## config.mk

```make
export PLATFORM = sky130hd
export DESIGN_NAME = dft_scan_ctrl
export DESIGN_NICKNAME = d
export VERILOG_FILES = /design/src/rtl/dft_scan_ctrl.sv
export SDC_FILE = /design/constraint.sdc
export NUM_CORES = 1
export LEC_CHECK = 0
export ABC_AREA = 1
export CAP_MARGIN = 25
export CORE_UTILIZATION = 50
export DETAILED_ROUTE_END_ITERATION = 10
export GPL_ROUTABILITY_DRIVEN = 1
export GPL_TIMING_DRIVEN = 0
export PLACE_DENSITY_LB_ADDON = 0.12
export REMOVE_ABC_BUFFERS = 1
export SLEW_MARGIN = 5
export SYNTH_ARGS = -nofsm -noshare
export SYNTH_HDL_FRONTEND = slang
export SYNTH_SLANG_ARGS = --single-unit
```

## constraint.sdc

```tcl
create_clock -name clk -period 4.35 [get_ports clk]
set_input_delay 0.87 -clock clk [delete_from_list [all_inputs] [get_ports clk]]
set_output_delay 0.87 -clock clk [all_outputs]
set_load 0.02 [all_outputs]
```

## src/rtl/dft_scan_ctrl.sv

```systemverilog
// dft_scan_ctrl
// Command front end for the scan-capture datapath. A host issues SCAN
// (shift N bits of the DUT scan chain into the SIPO buffer) or READ (pull
// one 32-bit word out of the buffer) over a val/rdy pair. Each command gets
// exactly one response carrying data or an error flag. Every buffer
// handshake is bounded by a timeout.
//
// Ports
//   clk, reset                 clock, synchronous active-high reset
//   cmd_val/cmd_rdy            command handshake (cmd_rdy high only in IDLE)
//   cmd_op, cmd_nbits          0=SCAN / 1=READ, SCAN length (0 = BUF_BITS)
//   resp_val/resp_rdy          response handshake
//   resp_data, resp_err        READ word (0 for SCAN), timeout/overflow flag
//   sc_sen                     DUT scan enable, one bit per high cycle
//   buf_sin_sel                route scan-in into the buffer
//   buf_op, buf_val_op         buffer op code (0=SHIFT, 1=READ) and strobe
//   buf_op_ack, buf_op_commit  buffer accepted op / READ word latched
//   buf_scaning                buffer busy shifting (informational)
//   dft_out                    registered buffer word
//
// state | meaning
// IDLE  | waiting for a command
// SREQ  | SHIFT op strobed to buffer, waiting for ack
// SHIFT | scan enable high, counting down N bits
// RREQ  | READ op strobed to buffer, waiting for ack
// RWAIT | waiting for buffer to commit the READ word
// RCAP  | dft_out valid, capture it
// RESP  | response presented until resp_rdy
module dft_scan_ctrl #(
  parameter int BUF_BITS    = 2048,
  parameter int CNT_W       = 12,
  parameter int ACK_TIMEOUT = 255
) (
  input  logic             clk,
  input  logic             reset,
  input  logic             cmd_val,
  output logic             cmd_rdy,
  input  logic             cmd_op,
  input  logic [CNT_W-1:0] cmd_nbits,
  output logic             resp_val,
  input  logic             resp_rdy,
  output logic [31:0]      resp_data,
  output logic             resp_err,
  output logic             sc_sen,
  output logic             buf_sin_sel,
  output logic             buf_op,
  output logic             buf_val_op,
  input  logic             buf_op_ack,
  input  logic             buf_op_commit,
  input  logic             buf_scaning,
  input  logic [31:0]      dft_out
);

  localparam int WT_W = $clog2(ACK_TIMEOUT + 1);

  typedef enum logic [2:0] {IDLE, SREQ, SHIFT, RREQ, RWAIT, RCAP, RESP} state_t;

  state_t           state_q, state_nxt;
  logic [CNT_W-1:0] len_q, len_nxt;
  logic [CNT_W-1:0] bit_cnt_q, bit_cnt_nxt;
  logic [CNT_W-1:0] fill_q, fill_nxt;
  logic [WT_W-1:0]  wait_cnt_q, wait_cnt_nxt;
  logic [31:0]      data_nxt;
  logic             err_nxt;
  logic [CNT_W-1:0] nbits_eff;
  logic [CNT_W:0]   fill_sum;

  // Completion is defined purely by the shift counter; the buffer's busy
  // flag carries no information this block needs.
  logic unused_scaning;
  assign unused_scaning = buf_scaning;

  assign nbits_eff = (cmd_nbits == '0) ? CNT_W'(BUF_BITS) : cmd_nbits;
  assign fill_sum  = {1'b0, fill_q} + {1'b0, nbits_eff};

  always_comb begin
    state_nxt    = state_q;
    len_nxt      = len_q;
    bit_cnt_nxt  = bit_cnt_q;
    fill_nxt     = fill_q;
    wait_cnt_nxt = wait_cnt_q;
    data_nxt     = resp_data;
    err_nxt      = resp_err;
    case (state_q)
      IDLE: begin
        if (cmd_val && cmd_rdy) begin
          wait_cnt_nxt = WT_W'(ACK_TIMEOUT);
          if (cmd_op) begin
            state_nxt = RREQ;
          end else if (fill_sum > (CNT_W+1)'(BUF_BITS)) begin
            state_nxt = RESP;
            data_nxt  = '0;
            err_nxt   = 1'b1;
          end else begin
            state_nxt = SREQ;
            len_nxt   = nbits_eff;
          end
        end
      end
      SREQ, RREQ, RWAIT: begin
        if ((state_q == RWAIT) ? buf_op_commit : buf_op_ack) begin
          wait_cnt_nxt = WT_W'(ACK_TIMEOUT);
          bit_cnt_nxt  = len_q;
          state_nxt    = (state_q == SREQ) ? SHIFT :
                         (state_q == RREQ) ? RWAIT : RCAP;
        end else if (wait_cnt_q == WT_W'(1)) begin
          state_nxt = RESP;
          data_nxt  = '0;
          err_nxt   = 1'b1;
        end else begin
          wait_cnt_nxt = wait_cnt_q - WT_W'(1);
        end
      end
      SHIFT: begin
        if (bit_cnt_q == CNT_W'(1)) begin
          state_nxt = RESP;
          fill_nxt  = fill_q + len_q;
          data_nxt  = '0;
          err_nxt   = 1'b0;
        end else begin
          bit_cnt_nxt = bit_cnt_q - CNT_W'(1);
        end
      end
      RCAP: begin
        state_nxt = RESP;
        data_nxt  = dft_out;
        err_nxt   = 1'b0;
        fill_nxt  = (fill_q >= CNT_W'(32)) ? fill_q - CNT_W'(32) : '0;
      end
      RESP: begin
        if (resp_rdy) begin
          state_nxt = IDLE;
          data_nxt  = '0;
          err_nxt   = 1'b0;
        end
      end
      default: state_nxt = IDLE;
    endcase
  end

  // Outputs are registered from the next state so they line up with the
  // state register and never glitch.
  always_ff @(posedge clk) begin
    if (reset) begin
      state_q     <= IDLE;
      len_q       <= '0;
      bit_cnt_q   <= '0;
      fill_q      <= '0;
      wait_cnt_q  <= '0;
      cmd_rdy     <= 1'b1;
      resp_val    <= 1'b0;
      resp_data   <= '0;
      resp_err    <= 1'b0;
      sc_sen      <= 1'b0;
      buf_sin_sel <= 1'b0;
      buf_op      <= 1'b0;
      buf_val_op  <= 1'b0;
    end else begin
      state_q     <= state_nxt;
      len_q       <= len_nxt;
      bit_cnt_q   <= bit_cnt_nxt;
      fill_q      <= fill_nxt;
      wait_cnt_q  <= wait_cnt_nxt;
      cmd_rdy     <= (state_nxt == IDLE);
      resp_val    <= (state_nxt == RESP);
      resp_data   <= data_nxt;
      resp_err    <= err_nxt;
      sc_sen      <= (state_nxt == SHIFT);
      buf_sin_sel <= (state_nxt == SREQ) || (state_nxt == SHIFT);
      buf_op      <= (state_nxt == RREQ);
      buf_val_op  <= (state_nxt == SREQ) || (state_nxt == RREQ);
    end
  end

endmodule

```

# After elaboration in Yosys (flattened, before gate mapping)
# Index checks and enable logic that the tools add are counted.
op_classes:
  n_addsub: 5
  magnitude_cmp: 2
  n_eq_ne: 22
  mux: 38
  bitwise_logic: 2
  reduce_logical: 16
ops:
  columns: ["cell", "count"]
  rows:
  - ["two-way mux 32 bit", 7]
  - ["case mux 32 bit (5 select lines)", 1]
  - ["two-way mux 12 bit", 5]
  - ["case mux 12 bit (2 select lines)", 2]
  - ["two-way mux 3 bit", 8]
  - ["two-way mux 8 bit", 3]
  - ["!= test 2 bit (second input constant)", 9]
  - ["case mux 8 bit (2 select lines)", 1]
  - ["case mux 3 bit (5 select lines)", 1]
  - ["adder 12 x 12 -> 13 bit", 1]
  - ["greater-than comparator 13 x 12 -> 1 bit (second input constant)", 1]
  - ["adder 12 bit", 1]
  - ["equality test 12 x 1 -> 1 bit (second input constant)", 1]
  - ["equality test 3 x 2 -> 1 bit (second input constant)", 4]
  - ["equality test 3 bit (second input constant)", 4]
  - ["greater-or-equal comparator 12 x 6 -> 1 bit (second input constant)", 1]
  - ["zero test 12 bit", 1]
  - ["subtractor 12 x 1 -> 12 bit (second input constant)", 1]
  - ["subtractor 12 x 6 -> 12 bit (second input constant)", 1]
  - ["two-way mux 1 bit", 9]
  - ["equality test 8 x 1 -> 1 bit (second input constant)", 1]
  - ["AND reduction 8 bit", 1]
  - ["subtractor 8 x 1 -> 8 bit (second input constant)", 1]
  - ["equality test 3 x 1 -> 1 bit (second input constant)", 2]
  - ["12 further kinds", 18]
word_totals:
  reg_bits: 86
  elab_cells: 98

# Depth between registers and ports, before layout
depth:
  ltp_word: 10
  ltp_mapped: 19
  mapped_depth_nobuf: 18

# Worst setup path before layout
# OpenSTA, ideal clock, no wires.
synth_path:
  path_kind: "input-to-reg"
  startpoint: "input port cmd_nbits[0]"
  endpoint: "register len_q[10]"
  setup_ps: 137
  arrival_ps: 2772
  required_time_ps: 4213
  setup_slack_ps: 1442
  path_stages: 18
  n_path_buf: 2
  path_cell_list: "clkbuf_1 ha_1 fa_1 nand3_1 nand3_2 nand2_1 nand2_1 nand2_1 nand2_1 nor2_1 nand4_1 nand2_1 nand3_1 inv_2 nand2_1 buf_2 nand2_1 a21oi_1"
synth_between:
  elab_chain_len: 6
synth_lines:
  columns: ["item", "line_no", "source"]
  rows:
  - ["from (decl)", "39", "input logic [CNT_W-1:0] cmd_nbits,"]
  - ["zero test 12 bit", "73", "assign nbits_eff = (cmd_nbits == '0) ? CNT_W'(BUF_BITS) : cmd_nbits;"]
  - ["two-way mux 12 bit *", "73", null]
  - ["adder 12 x 12 -> 13 bit", "74", "assign fill_sum = {1'b0, fill_q} + {1'b0, nbits_eff};"]
  - ["greater-than comparator 13 x 12 -> 1 bit", "90", "end else if (fill_sum > (CNT_W+1)'(BUF_BITS)) begin"]
  - ["NOT 1 bit (no line)", null, null]
  - ["AND reduction 4 bit (no line)", null, null]
  - ["to (signal assigned)", "160", "len_q <= len_nxt;"]
  - ["to (decl)", "59", "logic [CNT_W-1:0] len_q, len_nxt;"]
# Mark *: on every way between the ends. The rest lies on a longest branch, timed or not.
# A chain may end at the register's enable or synchronous reset.

# Worst setup path after layout
layout_path:
  startpoint: "input port cmd_nbits[0]"
  endpoint: "register len_q[4]"
# Same word-level chain as after synthesis.

==> results.md <==
* Outcome: finished, final reports clean
* TritonCTS clock tree: done
* Cells taking the most area after synthesis: sky130_fd_sc_hd__dfxtp_1 32%, sky130_fd_sc_hd__nand2_1 13%, sky130_fd_sc_hd__ha_1 6.4%
* Drt total wl at 14,430 um
* Post-synthesis sequential area ratio at 31.69%
* Worst reg2reg path startpoint: fill_q[0]
* Highest metal used: met4
* Number of nets in the final layout at 942
* Number of standard cells after synthesis at 791
* Lkg Pwr at 2.688 nW
* Slowest library cell on the worst path: sky130_fd_sc_hd__clkdlybuf4s50_1
* Cell row count at 37
* Max Clock Skew at 0.01253 ns
* RSZ-0062 raised after global routing: no
* Logic gate share of total power at 46.0%
* Die Y at 106.2 um
* Net Switching at 1.324 mW
* DRC at 0
* Met3 wirelength from detailed routing at 691 um
* Highest net fanout along the worst path at 13
* Start point of the worst min-delay path: resp_data[27]
* Critical Path Source: cmd_nbits[0]
* Number of enable-type register cells in the synthesized netlist at 0
* Final number of max-transition violations at 0
* Worst-case register-to-register setup slack at 1.33 ns
* Cell type with the largest total area after synthesis: sky130_fd_sc_hd__dfxtp_1
* Length of routed wiring on met1 at 6836 um
* Cells resized by post-CTS repair at 0
* Global-route wire length before repair at 23,730 um
* Sum of met2 wire segment lengths after detailed routing at 6669 um
* Most used DFF post-synth: sky130_fd_sc_hd__dfxtp_1
* Highest cell delay on the worst timing path at 0.49 ns
* First-pass iteration count of the detailed router at 5
* Max-cap violations at 0
* Via count of the first global-routing pass at 5,077
* IR Drop Worst-Case VDD at 0.3545 mV
* Count of antenna diodes in the layout at 0
* Final Instance Count excl. Fillers at 1,001
* Total global routing overflow at 0
* Setup Buffers After CTS at 0
* Flop and latch count out of synthesis at 86
* Fraction of power spent switching nets at 43.50%
* Number of buffer cells added on primary ports at 89
* Routed wire per std cell at 14.42 um
* Total global routing track utilization at 26.46%
* Measured slew at the worst slew-check pin at 0.8794 ns
* CTS sink cnt at 86
* X dimension of the die at 106.2 um
* Setup violations, final at 0
* Sum of negative setup slack at 0 ns
* Number of cell instances on the worst register-to-register path at 14
* Final critical-path share of the clock period at 85.24%
* Crit start category: primary input
* Post-synth design cell area at 5433 sq um
* Count of placed standard cells including taps at 985
* Most frequent cells after synthesis: 193 x sky130_fd_sc_hd__nand2_1, 86 x sky130_fd_sc_hd__dfxtp_1, 83 x sky130_fd_sc_hd__inv_1, 66 x sky130_fd_sc_hd__nor2_1, 49 x sky130_fd_sc_hd__nand3_1
* Nature of the critical path endpoint: register
* Count leader, synth: sky130_fd_sc_hd__nand2_1
* Sequential Power Share at 33.8%
* Synth warnings at 0
* Post-CTS Hold Buffers at 0
* Routability-driven placement congestion ratio at 0.8868
* WHS at 0.4714 ns
* Max_slew headroom at 41.37%
* Minimum period implied by the final worst setup slack at 3.708 ns
* Final hold violation count at 0
* Fmax at 0.2697 GHz
* Core ar. at 10,420 sq um
* Most prevalent standard cell on the critical path: sky130_fd_sc_hd__nand2_1
* Buffer cell driving the clock tree root: sky130_fd_sc_hd__clkbuf_8
* Total Die Area at 11,290 sq um
* Clock transition at the registers of the reported paths at 0.09 ns
* Required time of the worst setup path at 4.55 ns
* Worst-path cell chain: clkdlybuf4s50_1, ha_1, fa_1, nand3_1, nand3_2, a21oi_1, nand2_1, nor2_1, nand4_1, nand2_1, nand3_1, inv_2, nand2_1, nand2_1, a21oi_1
* FILL cells at 965
* DR vias/cell at 5.350
* Clock network fraction of total power at 20.2%
* Maximum number of buffers from clock root to sink at 2
* Power density over cell area at 463.2 nW/um^2
* Antenna violation net count after detailed routing at 0
* Syn avg cell area at 6.868 sq um
* Initial antenna violation count at 0
* Worst r2r dst: len_q[4]
* Drt first-iter violations at 377
* Synth-to-layout area growth at 20.94%
* End of the worst hold path: resp_data[27]
* Initial Utilization at 52.16%
* Hold depth at 2
* Worst hold-check path type: register to register
* Post-detail-place hpwl at 11,100 um
* Internal Power at 1.720 mW
* Clock latency on the worst-skew pair at 0.36 ns
* Worst setup path class: primary input to register
* Pin count of the biggest net entering global routing at 67
* Total clock buffers created by CTS at 9
* Routed via count at 5,355
* Share of the synthesized area in the top cell type at 31.69%
* Async S/R FF share, synth at 0%
* Worst endpoint data arrival time at 3.91 ns
* Share of layout cells above drive strength 1 at 12.37%
* H-tree lvl count at 3
* Number of distinct library cells after synthesis at 42
* I/O pins at 91
==> stage by stage <==
stage | utilization, % | power (mW) | worst slack [ns] | instance area, sq um
2_1_floorplan | - | 2.031 | 1.437 | 5251
4_1_cts | 63.08 | 3.055 | 0.6704 | 6570
3_3_place_gp | 60.60 | 2.385 | -0.8274 | 6312
6_report | 63.08 | 3.043 | 0.6419 | 6570
5_1_grt | 63.08 | 3.284 | 0.4323 | 6570
3_5_place_dp | 61.02 | 2.435 | 0.2849 | 6356
==> worst max-delay path: cells and delay by family <==
kind                       cells  cell delay (ns)
and+or+nand+nor                9             1.33
adders and majority gates      2             0.77
buffers and inverters          2             0.72
AOI/OAI and AO/OA              2             0.23
==> power by group through the flow <==
stage / sequential, mW / clock, mW / combinational [mW]
3_3_place_gp: 1.04 / 0 / 1.35
4_1_cts: 1.03 / 0.629 / 1.40
3_5_place_dp: 1.04 / 0 / 1.39
5_1_grt: 1.05 / 0.665 / 1.57
2_1_floorplan: 1.05 / 0 / 0.978
6_report: 1.03 / 0.615 / 1.40
==> cell type report <==
class	instances	area [sq um]	area share, %
flip-flops and latches	86	1722	26.20
clock inverters	6	86.33	1.314
clock buffers	10	127.6	1.942
inverters	88	330.3	5.028
repair buffers	91	923.4	14.05
multi-input cells	584	3211	48.87
well taps	136	170.2	2.590
==> flip-flops by register name, indices dropped and copies added, names as in the netlist <==
| name | flops |
|---|---|
| wait_cnt_q | 8 |
| buf_sin_sel | 1 |
| cmd_rdy | 1 |
| fill_q | 12 |
| buf_val_op | 1 |
| len_q | 12 |
| bit_cnt_q | 12 |
| resp_data | 32 |
| state_q | 3 |
| resp_val | 1 |
| resp_err | 1 |
| sc_sen | 1 |
| buf_op | 1 |
==> cells in the final DEF (no fill, tap or decap), types with 2 or more instances in the layout <==
master,netlist,layout
sky130_fd_sc_hd__or2_2,3,3
sky130_fd_sc_hd__clkinv_2,0,2
sky130_fd_sc_hd__ha_1,28,28
sky130_fd_sc_hd__inv_2,5,5
sky130_fd_sc_hd__bufinv_16,0,2
sky130_fd_sc_hd__dfxtp_1,86,86
sky130_fd_sc_hd__xor2_1,5,5
sky130_fd_sc_hd__clkdlybuf4s50_1,0,88
sky130_fd_sc_hd__nand3_1,49,49
sky130_fd_sc_hd__clkbuf_8,0,9
sky130_fd_sc_hd__nor2_2,3,3
sky130_fd_sc_hd__nand3b_1,4,4
sky130_fd_sc_hd__o21ai_0,38,38
sky130_fd_sc_hd__nor4_1,6,6
sky130_fd_sc_hd__a21oi_1,48,48
sky130_fd_sc_hd__nor3_1,9,8
sky130_fd_sc_hd__nor2_1,66,66
sky130_fd_sc_hd__xnor2_1,4,4
sky130_fd_sc_hd__buf_4,1,2
sky130_fd_sc_hd__nand2_2,36,36
sky130_fd_sc_hd__a21oi_2,32,32
sky130_fd_sc_hd__nand2_1,193,193
sky130_fd_sc_hd__o211ai_1,5,5
sky130_fd_sc_hd__inv_1,83,83
sky130_fd_sc_hd__a31oi_1,20,20
sky130_fd_sc_hd__nor3_2,2,2
sky130_fd_sc_hd__o21ai_1,2,2
sky130_fd_sc_hd__a211oi_1,2,2
sky130_fd_sc_hd__nand4_1,11,11
sky130_fd_sc_hd__nand3_2,3,3
sky130_fd_sc_hd__fa_1,2,2
sky130_fd_sc_hd__o21a_1,2,2
==> per-layer routing <==
layer / global-route usage [%] / vias to the layer above
li1: - / 2731
met2: 43.65 / 124
met4: 7.937 / 0
met3: 5.579 / 21
met1: 34.55 / 2479
met5: 0 / -
==> logic make-up after synthesis <==
group / after synthesis / share of synthesized area [%]
buffers and inverters: 121 / 9.420
AO/OA/AOI/OAI: 156 / 17.94
AND/OR/NAND/NOR: 389 / 32.31
XOR/XNOR: 9 / 1.451
adder cells (fa/ha/maj): 30 / 7.186
flip-flops: 86 / 31.69
==> worst max-delay path by stage <==
stage          endpoint  slack (ns)  cells after the start
4_1_cts        len_q[8]        0.67                     15
5_1_grt        len_q[7]        0.43                     15
3_5_place_dp   len_q[8]        0.28                     15
2_1_floorplan  len_q[0]        1.44                     16
6_report       len_q[4]        0.64                     15
3_3_place_gp    cmd_rdy       -0.83                      5
No activity file was read; power rests on OpenSTA's default activity.
